$ cat src/rtl/banner_scroller.sv
// Scrolling 3-digit seven-segment banner: a 4-bit offset walks a 16-entry message ROM,
// three consecutive symbols are time-multiplexed onto active-low digit and segment lines.
module banner_scroller #(
  parameter int SCROLL_DIV  = 12000000,
  parameter int REFRESH_DIV = 4000
) (
  input  logic       clk,
  input  logic       reset,
  input  logic       enable,
  input  logic       dir,
  input  logic       step,
  output logic [3:0] index,
  input  logic [4:0] value,
  output logic [2:0] an,
  output logic [7:0] seg
);

  localparam int RC_W = (REFRESH_DIV > 2) ? $clog2(REFRESH_DIV) : 1;
  localparam int SC_W = (SCROLL_DIV > 2) ? $clog2(SCROLL_DIV) : 1;

  logic [3:0]      pos;
  logic [1:0]      sl;
  logic [RC_W-1:0] rc;
  logic [SC_W-1:0] sc;
  logic            rc_last;
  logic            sc_last;
  logic            tick;
  logic            adv;

  function automatic logic [7:0] seg_decode(input logic [4:0] v);
    logic [7:0] g;
    g = 8'hFF;
    if (!v[4]) begin
      case (v[3:0])
        4'h0: g = 8'hC0;
        4'h1: g = 8'hF9;
        4'h2: g = 8'hA4;
        4'h3: g = 8'hB0;
        4'h4: g = 8'h99;
        4'h5: g = 8'h92;
        4'h6: g = 8'h82;
        4'h7: g = 8'hF8;
        4'h8: g = 8'h80;
        4'h9: g = 8'h90;
        4'hA: g = 8'h88;
        4'hB: g = 8'h83;
        4'hC: g = 8'hC6;
        4'hD: g = 8'hA1;
        4'hE: g = 8'h86;
        default: g = 8'h8E;
      endcase
    end else if (v[3:0] == 4'h0) begin
      g = 8'hBF;
    end
    return g;
  endfunction

  // 4-bit add wraps naturally, so the window runs off the end of the ROM back to entry 0
  assign index   = pos + {2'b00, sl};
  assign rc_last = (rc == RC_W'(REFRESH_DIV - 1));
  assign sc_last = (sc == SC_W'(SCROLL_DIV - 1));
  assign tick    = enable & sc_last;
  assign adv     = tick | step;

  // Display refresh: an/seg reflect the slot and ROM data seen this cycle, one cycle late
  always_ff @(posedge clk or posedge reset) begin
    if (reset) begin
      rc  <= '0;
      sl  <= 2'd0;
      an  <= 3'b111;
      seg <= 8'hFF;
    end else begin
      an  <= (rc == '0) ? 3'b111 : ~(3'b001 << sl);
      seg <= seg_decode(value);
      if (rc_last) begin
        rc <= '0;
        sl <= (sl == 2'd2) ? 2'd0 : sl + 2'd1;
      end else begin
        rc <= rc + RC_W'(1);
      end
    end
  end

  // Scroll: sc only moves while enabled, so pausing keeps the partial interval
  always_ff @(posedge clk or posedge reset) begin
    if (reset) begin
      sc  <= '0;
      pos <= 4'd0;
    end else begin
      if (enable) sc <= sc_last ? '0 : sc + SC_W'(1);
      if (adv)    pos <= dir ? pos - 4'd1 : pos + 4'd1;
    end
  end

endmodule

$ cat config.mk
export PLATFORM = sky130hd
export DESIGN_NAME = banner_scroller
export DESIGN_NICKNAME = d
export VERILOG_FILES = /design/src/rtl/banner_scroller.sv
export SDC_FILE = /design/constraint.sdc
export NUM_CORES = 1
export LEC_CHECK = 0
export CAP_MARGIN = 20
export CORE_UTILIZATION = 45
export DETAILED_ROUTE_END_ITERATION = 8
export PLACE_DENSITY_LB_ADDON = 0.3
export SLEW_MARGIN = 0
export SYNTH_ARGS = -nofsm -noshare
export SYNTH_HDL_FRONTEND = slang
export SYNTH_SLANG_ARGS = --single-unit
$ cat constraint.sdc
create_clock -name clk -period 4 [get_ports clk]
set_input_delay 0.8 -clock clk [delete_from_list [all_inputs] [get_ports clk]]
set_output_delay 0.8 -clock clk [all_outputs]
set_load 0.03 [all_outputs]
---- Yosys cells after proc, flatten, opt, wreduce, memory -nomap -nowiden ----
Memories as Yosys holds them, arrays and structs flattened.
Cells that the tools add are included.
word-level totals
  bits in registers ....................... 53
  memories ................................ 1
  word-level logic and storage cells ...... 29
  input bits .............................. 10
  bits in read-only memories .............. 112
memories
  memory           depth  bits a word  read ports  clocked after Yosys merged registers in  wr ports  RTL line  source
  (no name shown)  16     7            1           0                                        0         34        case (v[3:0])
operators by class
  shift-type cells ........................ 1
  add/sub/neg operators ................... 6
  bitwise operators ....................... 3
  reduce and logical (&&, ||, !) cells .... 2
  multiplexer cells ....................... 7
  equal/unequal tests ..................... 3
operators by type and width
  kind                                                                count
  24-bit by 1-bit adder with 24-bit output, second input constant     1
  24-bit equality test, second input constant                         1
  24-bit 2-to-1 mux                                                   1
  12-bit by 1-bit adder with 12-bit output, second input constant     1
  12-bit equality test, second input constant                         1
  12-bit logical NOT                                                  1
  12-bit 2-to-1 mux                                                   1
  8-bit 2-to-1 mux                                                    1
  7-bit 2-to-1 mux                                                    1
  4-bit by 1-bit adder with 4-bit output, second input constant       1
  4-bit by 2-bit adder with 4-bit output                              1
  4-bit logical NOT                                                   1
  4-bit 2-to-1 mux                                                    1
  4-bit by 1-bit subtractor with 4-bit output, second input constant  1
  3-bit 2-to-1 mux                                                    1
  3-bit NOT                                                           1
  1-bit by 2-bit << shifter with 3-bit output, first input constant   1
  2-bit by 1-bit adder with 2-bit output, second input constant       1
  2-bit equality test, second input constant                          1
  2-bit 2-to-1 mux                                                    1
  1-bit AND                                                           1
  1-bit bitwise OR                                                    1

---- Logic depth before layout (Yosys ltp) ----
  depth after elaboration ................. 3
  gate-level depth with buffers ........... 7
  depth with buffers taken out ............ 6

---- Least setup slack after synthesis ----
OpenSTA, ideal clock, no wires.
  kind .................................... reg2out
  start point ............................. reg pos[0]
  end point ............................... out index[2]
  setup slack ............................. 1.698 ns
  stages on the path, launching flop included .. 4
  path buffers ............................ 0
  data arrival time ....................... 1.502 ns
  cell sequence ........................... dfrtp_1 -> ha_1 -> fa_1 -> xor2_1
on the way
  cells in the longest elaborated chain, start to end .. 1
ends and longest elaborated chain
  item                                    RTL line  source
  start: declaration                      21        logic [3:0] pos;
  start signal: assignment                91        if (adv) pos <= dir ? pos - 4'd1 : pos + 4'd1;
  4-bit by 2-bit adder with 4-bit output  59        assign index = pos + {2'b00, sl};
  end: declaration                        12        output logic [3:0] index,
Every way passes these cells.

---- Worst setup path in the final report ----
Same ends and word-level chain as after synthesis.

==> results.json <==
{
  "status": "finished, final reports clean",
  "internal-power_mw": 0.937,
  "ys_seq_area_share_pct": 45.7,
  "cts-buffers-inserted": 5,
  "ys.flop_type": "dfrtp_1",
  "area_growth_pct": 15.1,
  "ioPinCount": 25,
  "hold_viol_final": 0,
  "grt_usage_pct": 17.3,
  "wl_per_cell_um": 13.5,
  "synthesis.area_um2": 2880,
  "p_comb_share_pct": 23.4,
  "synthSimpleGateAreaFrac_pct": 23.3,
  "max_slew_margin_pct": 44.8,
  "nNetsFinal": 331,
  "holdBufCountCts": 0,
  "grt_pass1_wl_um": 8940,
  "die_h_um": 81.9,
  "p_switching_mw": 0.411,
  "drt-total-wl_um": 5150,
  "synth_mux_area_share_pct": 4.00,
  "syn_nets": 307,
  "cts_buffer_depth": 2,
  "detail_route.iter0.violations": 113,
  "rsz0062_at_grt": "false",
  "clk_latency_ns": 0.30,
  "seqPwrFrac_pct": 48.6,
  "start_util_pct": 47.7,
  "synth_area_leaders": "dfrtp_1 37%, dfstp_2 9.1%, xnor2_1 5.8%",
  "hold_path.class": "flip-flop to flip-flop",
  "rows": 28,
  "cp_cell_sequence": "ha_1 > fa_1 > xor2_1 > clkdlybuf4s50_1",
  "synth_warnings": 0,
  "p_leak_nw": 1.41,
  "crit_path_start_kind": "flip-flop",
  "grt_remaining_overflow": 0,
  "num_vias": 2131,
  "cts_tree": "yes",
  "antenna_found_initial": 0,
  "cp_data_arrival_time_ns": 2.21,
  "synth-edff-count": 0,
  "synthAdderAreaFrac_pct": 7.05,
  "cpMaxStageDelayCell": "clkdlybuf4s50_1",
  "crit_fanout": 4,
  "synthXorXnorAreaFrac_pct": 8.53,
  "cp_data_required_time_ns": 3.20,
  "htreeDepth": 2,
  "synth_seq_cells": 52,
  "ys_types": 53,
  "tightest_slew_ns": 0.821,
  "hpwl_um": 3760,
  "synth_compound_area_share_pct": 7.79,
  "clock_skew_ns": 0.00919,
  "cts.sinks": 52,
  "period_share_pct": 75.1,
  "post_cts_buffers": 0,
  "port_buffers": 23,
  "final_antenna_net_count": 0,
  "syn_area_per_cell_um2": 10.2,
  "synth.top_cell.area_share_pct": 36.6,
  "gp_congestion": 0.876,
  "remaining_drc_errors": 0,
  "critPathCaptureType": "output port",
  "cap_violations": 0,
  "grt_pass1_vias": 1927,
  "fin_tns_setup_ns": 0,
  "max_freq_mhz": 333,
  "setup-violations-final": 0,
  "reg2reg_slack_ns": 1.69,
  "ir_drop_uv": 309,
  "powerDensity_nw_per_um2": 407,
  "synth_area_leader_cell": "dfrtp_1",
  "clock-root-buffer": "clkbuf_8",
  "clkPwrFrac_pct": 27.9,
  "swShare_pct": 30.5,
  "async_flop_share_pct": 100,
  "via_per_inst": 5.58,
  "power_mw": 1.35,
  "core_area_um2": 6030,
  "cts_resized": 0,
  "dieWidth_um": 81.9,
  "grt_max_degree": 32,
  "diodes": 0,
  "post-route-min-period_ns": 3.01,
  "cp_slowest_stage_delay_ns": 0.68,
  "criticalPathCategory": "flip-flop to output port",
  "path_clk_slew_ns": 0.10,
  "drive_above_1_share_pct": 11.7,
  "die_area_um2": 6710,
  "first_pass_iters": 5,
  "drv_slew": 0,
  "netlist_instances": 282,
  "synth_top_family_by_area": "simple AND/OR/NAND/NOR gates"
}
-- critical path: cells and delay by family (launching register included) --
kind / cells / cell delay (ns)
flip-flops: 1 / 0.44
XOR/XNOR: 1 / 0.16
buffers and inverters: 1 / 0.68
adder cells (fa/ha/maj): 2 / 0.62
-- worst paths after layout --
check | start | to | cells after the start
setup / recovery | pos[0]$_DFFE_PP0P_ | index[2] | 4
hold / removal | sc[22]$_DFFE_PP0P_ | sc[22]$_DFFE_PP0P_ | 1
setup reg to reg | sc[0]$_DFFE_PP0P_ | sc[21]$_DFFE_PP0P_ | 6
hold reg to reg | sc[22]$_DFFE_PP0P_ | sc[22]$_DFFE_PP0P_ | 1
max in group asynchronous | reset | seg[2]$_DFF_PP1_ | 3
min in group asynchronous | reset | sc[18]$_DFFE_PP0P_ | 2
-- per-layer routing --
layer | vias to the layer above | GRT usage, % | routed length [µm]
met5 | - | 0 | 0
met2 | 40 | 26.9 | 2360
met3 | 4 | 3.11 | 175
met1 | 1045 | 24.5 | 2590
li1 | 1042 | - | -
met4 | 0 | 5.26 | 24
-- cell usage after synthesis, drive strengths merged (2+ instances only) --
master and number:
nor2b 4, o31a 2, dfrtp 42, xor2 9
buf 4, ha 13, inv 14, nand2b 5
and4 5, nor4 9, fa 2, a21oi 9
nand2 18, mux2i 7, xnor2 19, o31ai 4
o21ai 10, and3 3, mux2 2, or4 4
nand4 9, or3 5, nor4b 2, clkbuf 5
nor3 8, dfstp 10, a31oi 2, nand3 15
nor2 26, nand3b 2
-- power groups by stage --
stage	Combinational (mW)	Clock [mW]	Sequential [mW]
floorplan	0.218	0	0.661
global placement	0.307	0	0.663
detailed placement	0.316	0	0.664
CTS	0.320	0.387	0.655
global route	0.352	0.403	0.665
finish	0.316	0.376	0.655
-- area by class of cell --
| type | instances | area (µm²) |
|---|---|---|
| clock buffer | 6 | 82.6 |
| clock inverter | 2 | 38.8 |
| fill | 525 | 2720 |
| inverter | 14 | 52.6 |
| multi-input combinational | 207 | 1460 |
| sequential | 52 | 1310 |
| tap | 75 | 93.8 |
| timing repair buffer | 26 | 265 |
-- through the flow --
step                cells  hold WS (ns)  instance area [µm²]  setup WS [ns]  util [%]
floorplan             282         0.449                 2880           1.70         -
global placement      373         0.480                 3170           1.02      52.6
detailed placement    374         0.479                 3190          0.890      52.9
CTS                   382         0.493                 3310          0.972      54.9
global route          382         0.534                 3310          0.928      54.9
finish                382         0.496                 3310          0.995      54.9
-- registers in the layout, indices dropped and copies added (netlist names) --
register and count:
sl 2, rc 12, an 3, pos 4, seg 7, sc 24
-- layout by cell type, fill, tap and decap left out, drive strengths merged, types with 3 or more instances in the layout --
| cell | instances |
|---|---|
| and3 | 3 |
| clkdlybuf4s50 | 23 |
| a21oi | 9 |
| inv | 14 |
| nand4 | 9 |
| clkbuf | 6 |
| dfstp | 10 |
| nand3 | 15 |
| nor2b | 4 |
| or3 | 5 |
| ha | 13 |
| or4 | 4 |
| nor4 | 9 |
| and4 | 5 |
| xor2 | 9 |
| buf | 3 |
| o21ai | 10 |
| mux2i | 7 |
| dfrtp | 42 |
| o31ai | 4 |
| xnor2 | 19 |
| nor2 | 26 |
| nand2b | 5 |
| nor3 | 8 |
| nand2 | 18 |
-- logic make-up after synthesis --
| logic type | Yosys count |
|---|---|
| compound gates | 35 |
| xor+xnor | 28 |
| fa+ha+maj | 15 |
| buf+inv | 23 |
| flops | 52 |
| mux | 10 |
| other cells | 1 |
| simple gates | 118 |
Power figures use the tool's default switching activity.
